===== src/rtl/pipeline_hazard_ctrl_if.sv =====
// Hazard-controller bundle shared between the pipeline datapath and
// pipeline_hazard_ctrl.
//
// Decode/execute/memory/writeback fields flow into the controller:
//   Rs1D, Rs2D, UsesRs1D, UsesRs2D, Rs1E, Rs2E, RdE, MemReadEnE,
//   RdM, RdW, RegWriteEnM, RegWriteEnW, PCSF, JALE, MemBusyM
// Pipeline-register controls and status flow back out:
//   StallF/D/E/M, FlushD/E, ForwardAE/BE, MemTimeoutErr,
//   StallCount, FlushCount (CNT_W bits each)
//
// master = pipeline datapath side, slave = hazard controller side.
interface pipeline_hazard_ctrl_if #(
  parameter int CNT_W = 32
);
  logic [4:0]       Rs1D;
  logic [4:0]       Rs2D;
  logic             UsesRs1D;
  logic             UsesRs2D;
  logic [4:0]       Rs1E;
  logic [4:0]       Rs2E;
  logic [4:0]       RdE;
  logic             MemReadEnE;
  logic [4:0]       RdM;
  logic [4:0]       RdW;
  logic             RegWriteEnM;
  logic             RegWriteEnW;
  logic             PCSF;
  logic             JALE;
  logic             MemBusyM;

  logic             StallF;
  logic             StallD;
  logic             StallE;
  logic             StallM;
  logic             FlushD;
  logic             FlushE;
  logic [1:0]       ForwardAE;
  logic [1:0]       ForwardBE;
  logic             MemTimeoutErr;
  logic [CNT_W-1:0] StallCount;
  logic [CNT_W-1:0] FlushCount;

  modport master (
    output Rs1D, Rs2D, UsesRs1D, UsesRs2D, Rs1E, Rs2E, RdE, MemReadEnE,
           RdM, RdW, RegWriteEnM, RegWriteEnW, PCSF, JALE, MemBusyM,
    input  StallF, StallD, StallE, StallM, FlushD, FlushE,
           ForwardAE, ForwardBE, MemTimeoutErr, StallCount, FlushCount
  );

  modport slave (
    input  Rs1D, Rs2D, UsesRs1D, UsesRs2D, Rs1E, Rs2E, RdE, MemReadEnE,
           RdM, RdW, RegWriteEnM, RegWriteEnW, PCSF, JALE, MemBusyM,
    output StallF, StallD, StallE, StallM, FlushD, FlushE,
           ForwardAE, ForwardBE, MemTimeoutErr, StallCount, FlushCount
  );
endinterface


===== src/rtl/pipeline_hazard_ctrl.sv =====
// Hazard and sequencing controller for the five-stage RV64 pipeline.
// Each cycle it decides whether the fetch/decode/execute/memory pipeline
// registers advance, stall or flush, and it produces the execute-stage
// operand forwarding selects. Multi-cycle data-memory accesses are
// sequenced by a RUN / MEM_WAIT / HALT state machine with a watchdog, and
// saturating stall/flush event counters are kept.
//
// Ports:
//   clk  - pipeline clock, rising edge
//   rst  - asynchronous, active-low reset
//   hz   - pipeline_hazard_ctrl_if.slave bundle (hazard inputs, stall/flush/
//          forward controls, MemTimeoutErr, StallCount, FlushCount)
//
// Parameters:
//   TIMEOUT - frozen cycles tolerated before HALT (2..255)
//   CNT_W   - performance counter width (must match the interface CNT_W)
module pipeline_hazard_ctrl #(
  parameter int TIMEOUT = 16,
  parameter int CNT_W   = 32
) (
  input logic                  clk,
  input logic                  rst,
  pipeline_hazard_ctrl_if.slave hz
);

  typedef enum logic [1:0] {
    RUN      = 2'd0,
    MEM_WAIT = 2'd1,
    HALT     = 2'd2
  } stateT;

  // The RUN cycle that first sees MemBusyM is already frozen, so by the time
  // the wait counter holds TIMEOUT-2 the current cycle is frozen cycle number
  // TIMEOUT; HALT is taken on the edge that ends it.
  localparam logic [7:0] LastWait = 8'(TIMEOUT - 2);

  stateT            state;
  stateT            nextState;
  logic [7:0]       waitCnt;
  logic             timeoutErr;
  logic [CNT_W-1:0] stallCnt;
  logic [CNT_W-1:0] flushCnt;

  logic             loadUse;
  logic             freeze;
  logic             evalHazards;
  logic             stallF;
  logic             stallD;
  logic             stallE;
  logic             stallM;
  logic             flushD;
  logic             flushE;
  logic [1:0]       fwdA;
  logic [1:0]       fwdB;

  function automatic logic [1:0] forwardSel(input logic [4:0] rs,
                                            input logic [4:0] rdM,
                                            input logic       weM,
                                            input logic [4:0] rdW,
                                            input logic       weW);
    logic [1:0] sel;
    sel = 2'b00;
    if (weM && (rdM != 5'd0) && (rdM == rs))
      sel = 2'b10;
    else if (weW && (rdW != 5'd0) && (rdW == rs))
      sel = 2'b01;
    return sel;
  endfunction

  // State register: the watchdog count only runs while parked in MEM_WAIT and
  // the timeout flag is sticky until reset.
  always_ff @(posedge clk or negedge rst) begin
    if (!rst) begin
      state      <= RUN;
      waitCnt    <= 8'd0;
      timeoutErr <= 1'b0;
    end else begin
      state <= nextState;
      if (state != MEM_WAIT)
        waitCnt <= 8'd0;
      else
        waitCnt <= waitCnt + 8'd1;
      if (nextState == HALT)
        timeoutErr <= 1'b1;
    end
  end

  // Next-state and stall/flush decode. A memory freeze outranks a load-use
  // stall, which outranks redirects; a redirect lost to a load-use stall
  // comes back when decode re-presents the instruction.
  always_comb begin
    nextState   = state;
    freeze      = 1'b0;
    evalHazards = 1'b0;
    stallF      = 1'b0;
    stallD      = 1'b0;
    stallE      = 1'b0;
    stallM      = 1'b0;
    flushD      = 1'b0;
    flushE      = 1'b0;

    loadUse = hz.MemReadEnE && (hz.RdE != 5'd0) &&
              ((hz.UsesRs1D && (hz.Rs1D == hz.RdE)) ||
               (hz.UsesRs2D && (hz.Rs2D == hz.RdE)));

    case (state)
      RUN: begin
        if (hz.MemBusyM) begin
          freeze    = 1'b1;
          nextState = MEM_WAIT;
        end else begin
          evalHazards = 1'b1;
        end
      end
      MEM_WAIT: begin
        if (hz.MemBusyM) begin
          freeze = 1'b1;
          if (waitCnt == LastWait)
            nextState = HALT;
        end else begin
          nextState   = RUN;
          evalHazards = 1'b1;
        end
      end
      HALT: begin
        freeze = 1'b1;
      end
      default: begin
        nextState = RUN;
      end
    endcase

    if (freeze) begin
      stallF = 1'b1;
      stallD = 1'b1;
      stallE = 1'b1;
      stallM = 1'b1;
    end else if (evalHazards) begin
      if (loadUse) begin
        stallF = 1'b1;
        stallD = 1'b1;
        flushE = 1'b1;
      end else begin
        flushD = hz.PCSF | hz.JALE;
        flushE = hz.JALE;
      end
    end

    fwdA = forwardSel(hz.Rs1E, hz.RdM, hz.RegWriteEnM, hz.RdW, hz.RegWriteEnW);
    fwdB = forwardSel(hz.Rs2E, hz.RdM, hz.RegWriteEnM, hz.RdW, hz.RegWriteEnW);

    // Controls are held quiet for as long as reset is asserted.
    if (!rst) begin
      stallF = 1'b0;
      stallD = 1'b0;
      stallE = 1'b0;
      stallM = 1'b0;
      flushD = 1'b0;
      flushE = 1'b0;
      fwdA   = 2'b00;
      fwdB   = 2'b00;
    end
  end

  // Saturating event counters: they stick at all ones rather than wrapping.
  always_ff @(posedge clk or negedge rst) begin
    if (!rst) begin
      stallCnt <= '0;
      flushCnt <= '0;
    end else begin
      if (stallF && (stallCnt != '1))
        stallCnt <= stallCnt + CNT_W'(1);
      if ((flushD || flushE) && (flushCnt != '1))
        flushCnt <= flushCnt + CNT_W'(1);
    end
  end

  assign hz.StallF        = stallF;
  assign hz.StallD        = stallD;
  assign hz.StallE        = stallE;
  assign hz.StallM        = stallM;
  assign hz.FlushD        = flushD;
  assign hz.FlushE        = flushE;
  assign hz.ForwardAE     = fwdA;
  assign hz.ForwardBE     = fwdB;
  assign hz.MemTimeoutErr = timeoutErr;
  assign hz.StallCount    = stallCnt;
  assign hz.FlushCount    = flushCnt;

endmodule


===== src/flat_wrapper.sv =====
// flat-port wrapper written by rule: the top's interface ports become plain ports
module pipeline_hazard_ctrl_flat 
#(
  parameter int TIMEOUT = 16,
  parameter int CNT_W   = 32
)
  (clk, rst, hz_Rs1D, hz_Rs2D, hz_UsesRs1D, hz_UsesRs2D, hz_Rs1E, hz_Rs2E, hz_RdE, hz_MemReadEnE, hz_RdM, hz_RdW, hz_RegWriteEnM, hz_RegWriteEnW, hz_PCSF, hz_JALE, hz_MemBusyM, hz_StallF, hz_StallD, hz_StallE, hz_StallM, hz_FlushD, hz_FlushE, hz_ForwardAE, hz_ForwardBE, hz_MemTimeoutErr, hz_StallCount, hz_FlushCount);
  pipeline_hazard_ctrl_if #(.CNT_W(CNT_W)) hz_i ();
  input logic clk;
  input logic rst;
  input wire logic [$bits(hz_i.Rs1D)-1:0] hz_Rs1D;
  input wire logic [$bits(hz_i.Rs2D)-1:0] hz_Rs2D;
  input wire logic [$bits(hz_i.UsesRs1D)-1:0] hz_UsesRs1D;
  input wire logic [$bits(hz_i.UsesRs2D)-1:0] hz_UsesRs2D;
  input wire logic [$bits(hz_i.Rs1E)-1:0] hz_Rs1E;
  input wire logic [$bits(hz_i.Rs2E)-1:0] hz_Rs2E;
  input wire logic [$bits(hz_i.RdE)-1:0] hz_RdE;
  input wire logic [$bits(hz_i.MemReadEnE)-1:0] hz_MemReadEnE;
  input wire logic [$bits(hz_i.RdM)-1:0] hz_RdM;
  input wire logic [$bits(hz_i.RdW)-1:0] hz_RdW;
  input wire logic [$bits(hz_i.RegWriteEnM)-1:0] hz_RegWriteEnM;
  input wire logic [$bits(hz_i.RegWriteEnW)-1:0] hz_RegWriteEnW;
  input wire logic [$bits(hz_i.PCSF)-1:0] hz_PCSF;
  input wire logic [$bits(hz_i.JALE)-1:0] hz_JALE;
  input wire logic [$bits(hz_i.MemBusyM)-1:0] hz_MemBusyM;
  output wire logic [$bits(hz_i.StallF)-1:0] hz_StallF;
  output wire logic [$bits(hz_i.StallD)-1:0] hz_StallD;
  output wire logic [$bits(hz_i.StallE)-1:0] hz_StallE;
  output wire logic [$bits(hz_i.StallM)-1:0] hz_StallM;
  output wire logic [$bits(hz_i.FlushD)-1:0] hz_FlushD;
  output wire logic [$bits(hz_i.FlushE)-1:0] hz_FlushE;
  output wire logic [$bits(hz_i.ForwardAE)-1:0] hz_ForwardAE;
  output wire logic [$bits(hz_i.ForwardBE)-1:0] hz_ForwardBE;
  output wire logic [$bits(hz_i.MemTimeoutErr)-1:0] hz_MemTimeoutErr;
  output wire logic [$bits(hz_i.StallCount)-1:0] hz_StallCount;
  output wire logic [$bits(hz_i.FlushCount)-1:0] hz_FlushCount;
  assign hz_i.Rs1D = hz_Rs1D;
  assign hz_i.Rs2D = hz_Rs2D;
  assign hz_i.UsesRs1D = hz_UsesRs1D;
  assign hz_i.UsesRs2D = hz_UsesRs2D;
  assign hz_i.Rs1E = hz_Rs1E;
  assign hz_i.Rs2E = hz_Rs2E;
  assign hz_i.RdE = hz_RdE;
  assign hz_i.MemReadEnE = hz_MemReadEnE;
  assign hz_i.RdM = hz_RdM;
  assign hz_i.RdW = hz_RdW;
  assign hz_i.RegWriteEnM = hz_RegWriteEnM;
  assign hz_i.RegWriteEnW = hz_RegWriteEnW;
  assign hz_i.PCSF = hz_PCSF;
  assign hz_i.JALE = hz_JALE;
  assign hz_i.MemBusyM = hz_MemBusyM;
  assign hz_StallF = hz_i.StallF;
  assign hz_StallD = hz_i.StallD;
  assign hz_StallE = hz_i.StallE;
  assign hz_StallM = hz_i.StallM;
  assign hz_FlushD = hz_i.FlushD;
  assign hz_FlushE = hz_i.FlushE;
  assign hz_ForwardAE = hz_i.ForwardAE;
  assign hz_ForwardBE = hz_i.ForwardBE;
  assign hz_MemTimeoutErr = hz_i.MemTimeoutErr;
  assign hz_StallCount = hz_i.StallCount;
  assign hz_FlushCount = hz_i.FlushCount;
  pipeline_hazard_ctrl #(.TIMEOUT(TIMEOUT), .CNT_W(CNT_W)) u_core (.clk(clk), .rst(rst), .hz(hz_i));
endmodule

===== config.mk =====
export PLATFORM = sky130hd
export DESIGN_NAME = pipeline_hazard_ctrl_flat
export DESIGN_NICKNAME = d
export VERILOG_FILES = /design/src/rtl/pipeline_hazard_ctrl_if.sv /design/src/rtl/pipeline_hazard_ctrl.sv /design/src/flat_wrapper.sv
export SDC_FILE = /design/constraint.sdc
export NUM_CORES = 1
export LEC_CHECK = 0
export CAP_MARGIN = 25
export CORE_MARGIN = 2
export CORE_UTILIZATION = 30
export CTS_BUF_LIST = sky130_fd_sc_hd__clkbuf_8
export DETAILED_ROUTE_END_ITERATION = 10
export HOLD_SLACK_MARGIN = 0.02
export SLEW_MARGIN = 20
export SYNTH_ARGS = -nofsm -noshare
export SYNTH_HDL_FRONTEND = slang
export SYNTH_SLANG_ARGS = --single-unit

===== constraint.sdc =====
create_clock -name clk -period 3.6 [get_ports clk]
set_input_delay 0.36 -clock clk [delete_from_list [all_inputs] [get_ports clk]]
set_output_delay 0.36 -clock clk [all_outputs]
set_load 0.1 [all_outputs]

Yosys cells after proc, flatten, opt, wreduce, memory -nomap -nowiden:

Index checks and enable logic that the tools add are counted.

* output and inout port bits: 75
* word-level logic and storage cells: 70
* flip-flop bits (word level): 75

* equal/unequal tests: 13
* reductions and logical operators: 19
* bitwise logic cells: 1
* add/subtract/negate cells: 3
* muxes and demuxes: 29

Operators by type and width (count)
* adder 32 x 1 -> 32 bit (second input constant): 2
* != test 32 bit (second input constant): 2
* == test 5 bit: 6
* two-way mux 1 bit: 19
* nonzero test 5 bit: 3
* two-way mux 2 bit: 7
* logical AND 1 bit: 12
* adder 8 x 1 -> 8 bit (second input constant): 1
* == test 8 x 4 -> 1 bit (second input constant): 1
* two-way mux 8 bit: 1
* one-hot mux 2 bit (3 select lines): 1
* == test 2 bit (second input constant): 2
* == test 2 x 1 -> 1 bit (second input constant): 1
* zero test 2 bit: 1
* logical OR 1 bit: 2
* != test 2 x 1 -> 1 bit (second input constant): 1
* one-hot mux 1 bit (2 select lines): 1
* OR reduction 2 bit: 1
* OR 1 bit: 1

Logic depth before layout (Yosys ltp):

Gate-level depths: netlist of the first run.

* depth after elaboration: 10
* mapped depth: 9
* mapped depth without buffers: 8

Worst setup path before layout of the first run:

No wires, ideal clock.

* kind: input to output
* start point: in hz_RdM[0]
* end point: out hz_ForwardBE[0]
* path slack: -0.862 ns
* data arrival time: 4.102 ns
* stages on the path: 4
* path buffers: 0
* cells stage by stage: or4_1 > o21ai_0 > nor4_1 > nor4_1

* longest elaborated chain between the ends: 5
* elaborated cells on any way between the ends: 6
* classes of those cells: 1 x eq/ne; 2 x mux; 3 x reduce/logical

Ends and longest elaborated chain
* start, declared: RTL line flat_wrapper.sv:19 `input wire logic [$bits(hz_i.RdM)-1:0] hz_RdM;`
* nonzero test 5 bit: RTL line pipeline_hazard_ctrl.sv:63 `if (weM && (rdM != 5'd0) && (rdM == rs))`
* logical AND 1 bit: RTL line pipeline_hazard_ctrl.sv:63
* logical AND 1 bit *: RTL line pipeline_hazard_ctrl.sv:63
* two-way mux 2 bit *: RTL line pipeline_hazard_ctrl.sv:63
* two-way mux 2 bit *: RTL line pipeline_hazard_ctrl.sv:153 `if (!rst) begin`
* end, declared: RTL line flat_wrapper.sv:33 `output wire logic [$bits(hz_i.ForwardBE)-1:0] hz_ForwardBE;`

Every way passes the cells marked *; elsewhere a longest branch is shown, timed or not.

Worst setup path after layout of the first run:

* start point: in hz_RdE[0]
* end point: out hz_FlushD

* longest elaborated chain between the ends: 8
* elaborated cells on any way between the ends: 12
* classes of those cells: 2 x eq/ne; 4 x mux; 6 x reduce/logical

Ends and longest elaborated chain
* start, declared: RTL line flat_wrapper.sv:17 `input wire logic [$bits(hz_i.RdE)-1:0] hz_RdE;`
* == test 5 bit (on tied branches): RTL line pipeline_hazard_ctrl.sv:103, pipeline_hazard_ctrl.sv:104
* logical AND 1 bit (on tied branches): RTL line pipeline_hazard_ctrl.sv:103, pipeline_hazard_ctrl.sv:104
* logical OR 1 bit: RTL line pipeline_hazard_ctrl.sv:103 `((hz.UsesRs1D && (hz.Rs1D == hz.RdE)) ||`
* logical AND 1 bit *: RTL line pipeline_hazard_ctrl.sv:102 `loadUse = hz.MemReadEnE && (hz.RdE != 5'd0) &&`
* two-way mux 1 bit *: RTL line pipeline_hazard_ctrl.sv:139 `if (loadUse) begin`
* two-way mux 1 bit *: RTL line pipeline_hazard_ctrl.sv:138 `end else if (evalHazards) begin`
* two-way mux 1 bit *: RTL line pipeline_hazard_ctrl.sv:133 `if (freeze) begin`
* two-way mux 1 bit *: RTL line pipeline_hazard_ctrl.sv:153
* end, declared: RTL line flat_wrapper.sv:30 `output wire logic [$bits(hz_i.FlushD)-1:0] hz_FlushD;`

Marks and branches as above.

==> results.yml, run 1 <==
sta:
  final-setup-viol-count: 0
  slew-limit-headroom: 0.330
  layout_min_cycle_time_ns: 2.77
  rsz0062_at_grt: "false"
  period_share: 0.770
  finalSetupTns_ns: 0
  fin_skew_ns: 0.00965
  tightestPinTransition_ns: 1.00
  setup_ws_ns: 0.827
  fmax_ghz: 0.361
  slew_violations: 0
  report.final.hold_viol_count: 0
synthesis:
  ys.flop_type: "dfrtp_1"
  synth_common_cells: "dfrtp_1 (75), xor2_1 (50), xnor2_1 (48), nand2_1 (35), nor2_1 (31)"
  avgSynthCellArea_um2: 10.1
  netlist.area_leader.share: 0.476
  yosysMostFrequentCell: "dfrtp_1"
  syn_nets: 439
  synthTopCellsByArea: "dfrtp_1 (48%), xor2_1 (11%), xnor2_1 (11%)"
  yosys_warnings: 0
  synth-edff-count: 0
  synth_area_leader_cell: "dfrtp_1"
  yosysUniqueCellTypes: 42
  synthesis.area_um2: 3940
  synth_cells: 390
  ys_ff_latch: 75
  synth-seq-area-share: 0.476
  synthArstFlopShare: 1.00
critical_path:
  r2r_cells: 7
  r2r-start: "u_core.hz.StallCount[2]"
  path_delay_family: "simple AND/OR/NAND/NOR gates"
  cp_num_buf_inv: 2
  slowest_delay_ns: 0.57
  cp-start-kind: "primary input"
  arrival_ns: 2.41
  cp_cell_sequence: "clkdlybuf4s50_1 > or4_1 > o21ai_0 > nor2_1 > nor3b_2 > buf_12"
  worstSetupPathType: "in -> out"
  worstPathMaxFanout: 3
  end_kind: "output pin"
  r2r_slack_ns: 1.04
  required_ns: 3.24
  critical-path-slowest-cell: "or4_1"
  timing.rr.end: "u_core.hz.StallCount[21]"
cts:
  h-tree-depth: 3
  clkTransAtPathRegs_ns: 0.07
  cts_setup_buffers: 0
  cts.sinks: 75
  clock_latency_ns: 0.35
  tritoncts: "built"
  cts_root_buffer: "clkbuf_8"
  numCtsBuffers: 9
  clock_path_buffers: 2
floorplanning:
  core_um2: 12700
  die_h_um: 119
  rows: 41
  ios: 120
  die_w_um: 119
  initial_utilization: 0.310
  dieArea_um2: 14100
place:
  hpwl_um: 7880
  io_buffers: 119
  pre_cts_ws_ns: 0.637
  routabilityCongestion: 0.826
  dp_cells: 677
finish:
  final_cells: 693
  nNetsFinal: 566
  fin_util: 0.439
  areaGrowthSynthToFinish_pct: 41.9
  drive_above_1_share: 0.0768
  antennaDiodeCount: 0
detailed_routing:
  initialDrtViolationCount: 145
  viasPerCell: 4.74
  wl_per_cell_um: 14.8
  route.antenna.remaining_nets: 0
  routed_wl_um: 10300
  vias: 3283
  firstDrtPassIters: 4
  route.detailed.drc: 0
grt:
  grt_pass1_vias: 3465
  track_usage: 0.153
  grt_pass1_wl_um: 17400
  grt_overflow: 0
  antenna_found_initial: 0
  grt_max_degree: 49
run:
  maxCapViolations: 0
min_path:
  worst_hold_path_type: "in -> async"
pwr:
  ir_drop_mv: 0.336
  power_leakage_uw: 0.00237
  power.density_nw_per_um2: 450
outcome:
  status: "complete, no violations"
[layer usage]
| layer | share of wire | GRT usage | up-vias |
|---|---|---|---|
| met5 | 0 | 0 | - |
| met4 | 0.014 | 0.0424 | 0 |
| met3 | 0.060 | 0.0478 | 15 |
| met2 | 0.49 | 0.254 | 93 |
| met1 | 0.44 | 0.192 | 1589 |
| li1 | - | - | 1586 |
[where the power goes]
group          internal (µW)  switching (µW)  leakage (µW)
Clock                    383             324      0.000110
Sequential               901            89.8       0.00100
Combinational            222             594       0.00126
Total                   1510            1010       0.00237
[cells in the final DEF (no fill, tap or decap), types with 5 or more instances in the layout]
cell type        Yosys  final
nor2_1              31     31
dfrtp_1             75     75
nor3_1              15     15
or4_1                5      5
buf_4                3      9
nand4_1             24     24
xor2_1              50     50
nand3_1             30     30
and2_1               6      6
nand2_1             35     35
xnor2_1             48     48
buf_12               0      5
clkbuf_8             0      9
inv_1                9     10
nor4_1              10      8
clkdlybuf4s50_1      0    108
and3_1               9      9
[how the worst max path moves through the flow]
| stage | endpoint | cells after the start | slack [ns] | startpoint |
|---|---|---|---|---|
| final | hz_FlushD | 6 | 0.83 | hz_RdE[0] |
| after global routing | hz_FlushD | 6 | 0.66 | hz_RdE[0] |
| after CTS | hz_FlushD | 6 | 0.74 | hz_RdE[0] |
| after detailed placement | u_core.hz.FlushCount[5] | 8 | 0.64 | hz_RdE[3] |
| after global placement | u_core.hz.FlushCount[5] | 8 | 0.70 | hz_RdE[3] |
| after floorplan | u_core.hz.StallCount[26] | 7 | 0.29 | hz_RdE[3] |
[cells by family (layout without fill, tap and decap cells)]
kind of cell,after synthesis,after routing,synth area share
adder cells (fa/ha/maj),4,4,0.0127
buffers and inverters,16,147,0.0206
AO/OA/AOI/OAI,13,13,0.0238
XOR/XNOR,98,98,0.218
flip-flops,75,75,0.476
AND/OR/NAND/NOR,184,184,0.249
[through the flow]
step	cell area, µm²	hold slack, ns	power [µW]
after CTS	5590	0.393	2540
after floorplan	3960	0.0644	1560
after detailed placement	5370	0.228	1830
after global routing	5590	0.391	2630
final	5590	0.405	2510
after global placement	5370	0.224	1810
[layout make-up]
class	count	area, µm²
clock inverter	6	82.6
multi-input combinational	299	2000
tap	172	215
fill	1268	7130
inverter	9	33.8
timing repair buffer	123	1260
clock buffer	9	124
sequential	75	1880
[worst reg2reg max path, stage by stage, from the launching register on]
cell	delay [ns]
dfrtp_1	0.46
nand4_1	0.22
nor4_1	0.53
nor4b_2	0.38
a221o_1	0.47
nor2_1	0.18
nand3_1	0.13
xnor2_1	0.11
[sequential cells by signal (all words and copies together) (netlist names)]
signal	count
u_core.hz.FlushCount	32
u_core.hz.StallCount	32
u_core.waitCnt	8
u_core.state	2
u_core.hz.MemTimeoutErr	1
[repair_timing]
action | 4_1_cts | 5_1_grt
hold endpoints to repair | 7 | 0
gates resized for setup | 0 | 0
hold buffers | 1 | 0
No activity file was read; power rests on OpenSTA's default activity.
==> run 2: changes to the inputs <==
==> constraint.sdc (replaced) <==
create_clock -name clk -period 2.6 [get_ports clk]
set_input_delay 0.26 -clock clk [delete_from_list [all_inputs] [get_ports clk]]
set_output_delay 0.26 -clock clk [all_outputs]
set_load 0.1 [all_outputs]
==> run 2 against run 1 <==
Sequential cell count unchanged; highest routed layer unchanged; core utilization increased by 1.1 points; critical path depth grew 2; clock skew is 0.0017 ns higher; routed wire length decreased by 0.49%; first-iteration DRC count rose by 53%; register-to-register slack got worse by 0.77 ns; worst hold slack got worse by 0.15 ns; die area is the same.
==> results.yml, run 2 (synthesized netlist as in run 1, its figures left out) <==
cts:
  tritoncts: "built"
  cts_root_buffer: "clkbuf_8"
  cts_setup_buffers: 0
  cts.sinks: 75
  numCtsBuffers: 9
  clock_latency_ns: 0.35
  clkTransAtPathRegs_ns: 0.08
  h-tree-depth: 3
  clock_path_buffers: 2
sta:
  slew-limit-headroom: 0.392
  fmax_ghz: 0.405
  tightestPinTransition_ns: 0.911
  rsz0062_at_grt: "false"
  period_share: 0.949
  fin_skew_ns: 0.0113
  final-setup-viol-count: 0
  slew_violations: 0
  report.final.hold_viol_count: 0
  layout_min_cycle_time_ns: 2.47
  finalSetupTns_ns: 0
critical_path:
  cp_cell_sequence: "clkdlybuf4s50_1 > xor2_1 > nor4_2 > a32oi_2 > buf_4 > o21ai_4 > buf_4 > buf_12"
  r2r-start: "u_core.hz.StallCount[3]"
  end_kind: "output pin"
  slowest_delay_ns: 0.48
  worstPathMaxFanout: 4
  required_ns: 2.34
  cp_num_buf_inv: 4
  r2r_cells: 7
  crit_path_frequent_cell: "buf_4"
  path_delay_family: "buffers and inverters"
  timing.rr.end: "u_core.hz.StallCount[12]"
  worstSetupPathType: "in -> out"
  arrival_ns: 2.21
  r2r_slack_ns: 0.27
  critical-path-slowest-cell: "clkdlybuf4s50_1"
  cp-start-kind: "primary input"
floorplanning:
  core_um2: 12700
  die_w_um: 119
  dieArea_um2: 14100
  initial_utilization: 0.310
  rows: 41
  die_h_um: 119
  ios: 120
finish:
  final_cell_mix: "buf_4 (90), dfrtp_1 (65), xor2_1 (50)"
  nNetsFinal: 588
  antennaDiodeCount: 0
  areaGrowthSynthToFinish_pct: 45.5
  mostFrequentLayoutCell: "buf_4"
  fin_util: 0.451
  drive_above_1_share: 0.263
detailed_routing:
  wl_per_cell_um: 14.3
  route.detailed.drc: 0
  vias: 3382
  firstDrtPassIters: 4
  initialDrtViolationCount: 222
  viasPerCell: 4.72
  route.antenna.remaining_nets: 0
  routed_wl_um: 10200
run:
  maxCapViolations: 0
grt:
  grt_max_degree: 72
  grt_overflow: 0
  antenna_found_initial: 0
  track_usage: 0.153
  grt_pass1_wl_um: 17300
  grt_pass1_vias: 3444
place:
  io_buffers: 119
  routabilityCongestion: 0.837
  hpwl_um: 7880
min_path:
  worst_hold_path_type: "in -> async"
pwr:
  power.density_nw_per_um2: 611
  power_leakage_uw: 0.00259
  ir_drop_mv: 0.623
outcome:
  status: "complete, no violations"
[run 2: cell count changes in the layout (fill, tap and decap cells not counted), moves of 2 or more]
| cell | change |
|---|---|
| dfrtp_2 | +10 |
| buf_12 | +6 |
| buf_4 | +81 |
| clkdlybuf4s50_1 | -65 |
| dfrtp_1 | -10 |
| clkinvlp_4 | +2 |
[run 2: metal layers]
metal / vias to the layer above / track usage / part of all wire
li1: 1643 / - / -
met1: 1615 / 0.196 / 0.44
met2: 112 / 0.249 / 0.48
met3: 12 / 0.0478 / 0.071
met4: 0 / 0.0409 / 0.013
met5: - / 0 / 0
[run 2: how the worst max path moves through the flow]
| stage | from | endpoint | slack (ns) | cells past startpoint |
|---|---|---|---|---|
| 4_1_cts | hz_RdE[3] | hz_StallF | 0.03 | 8 |
| 6_report | hz_RdE[3] | hz_StallD | 0.13 | 8 |
| 3_5_place_dp | hz_RdE[3] | u_core.hz.StallCount[27] | -0.20 | 8 |
| 5_1_grt | hz_RdE[3] | hz_StallD | 0.05 | 8 |
| 2_1_floorplan | hz_RdM[0] | hz_ForwardBE[0] | -0.48 | 4 |
| 3_3_place_gp | hz_RdE[3] | u_core.hz.StallCount[27] | -0.02 | 8 |
[run 2: metrics by stage]
step | cells | power (µW) | hold WS (ns) | cell area (µm²) | worst slack (ns)
2_1_floorplan | 390 | 2170 | -0.0356 | 4000 | -0.477
6_report | 716 | 3500 | 0.258 | 5730 | 0.132
3_3_place_gp | 699 | 2530 | 0.0884 | 5490 | -0.0178
4_1_cts | 716 | 3540 | 0.239 | 5720 | 0.0292
5_1_grt | 716 | 3660 | 0.245 | 5730 | 0.0450
3_5_place_dp | 699 | 2540 | 0.0930 | 5490 | -0.195
[run 2: worst reg2reg max path, cell delays in order (launching register included)]
cell and delay (ns):
dfrtp_2 0.42, nand4_1 0.15, nor4_1 0.50, nor4b_2 0.37, a221o_1 0.38, buf_4 0.19, nor3_1 0.06, xor2_1 0.13
[run 2: area by class of cell]
| cell class | instances | area [µm²] |
|---|---|---|
| fillers | 1261 | 6990 |
| multi-input cells | 299 | 2040 |
| flip-flops and latches | 75 | 1890 |
| repair buffers | 145 | 1340 |
| well taps | 172 | 215 |
| clock buffers | 9 | 124 |
| clock inverters | 7 | 92.6 |
| inverters | 9 | 33.8 |
[run 2: repair_timing]
action,4_1_cts,5_1_grt
resized for setup,1,3
cloned,0,0
endpoints found under the setup margin,1,3
hold buffers,1,0
pin swaps,0,0
endpoints found under the hold margin,4,0
[run 2: report_power, final]
part | internal [µW] | switching, µW | leakage (µW)
clock | 539 | 448 | 0.000107
sequential | 1250 | 121 | 0.000988
combinational | 309 | 830 | 0.00150
total | 2100 | 1400 | 0.00259
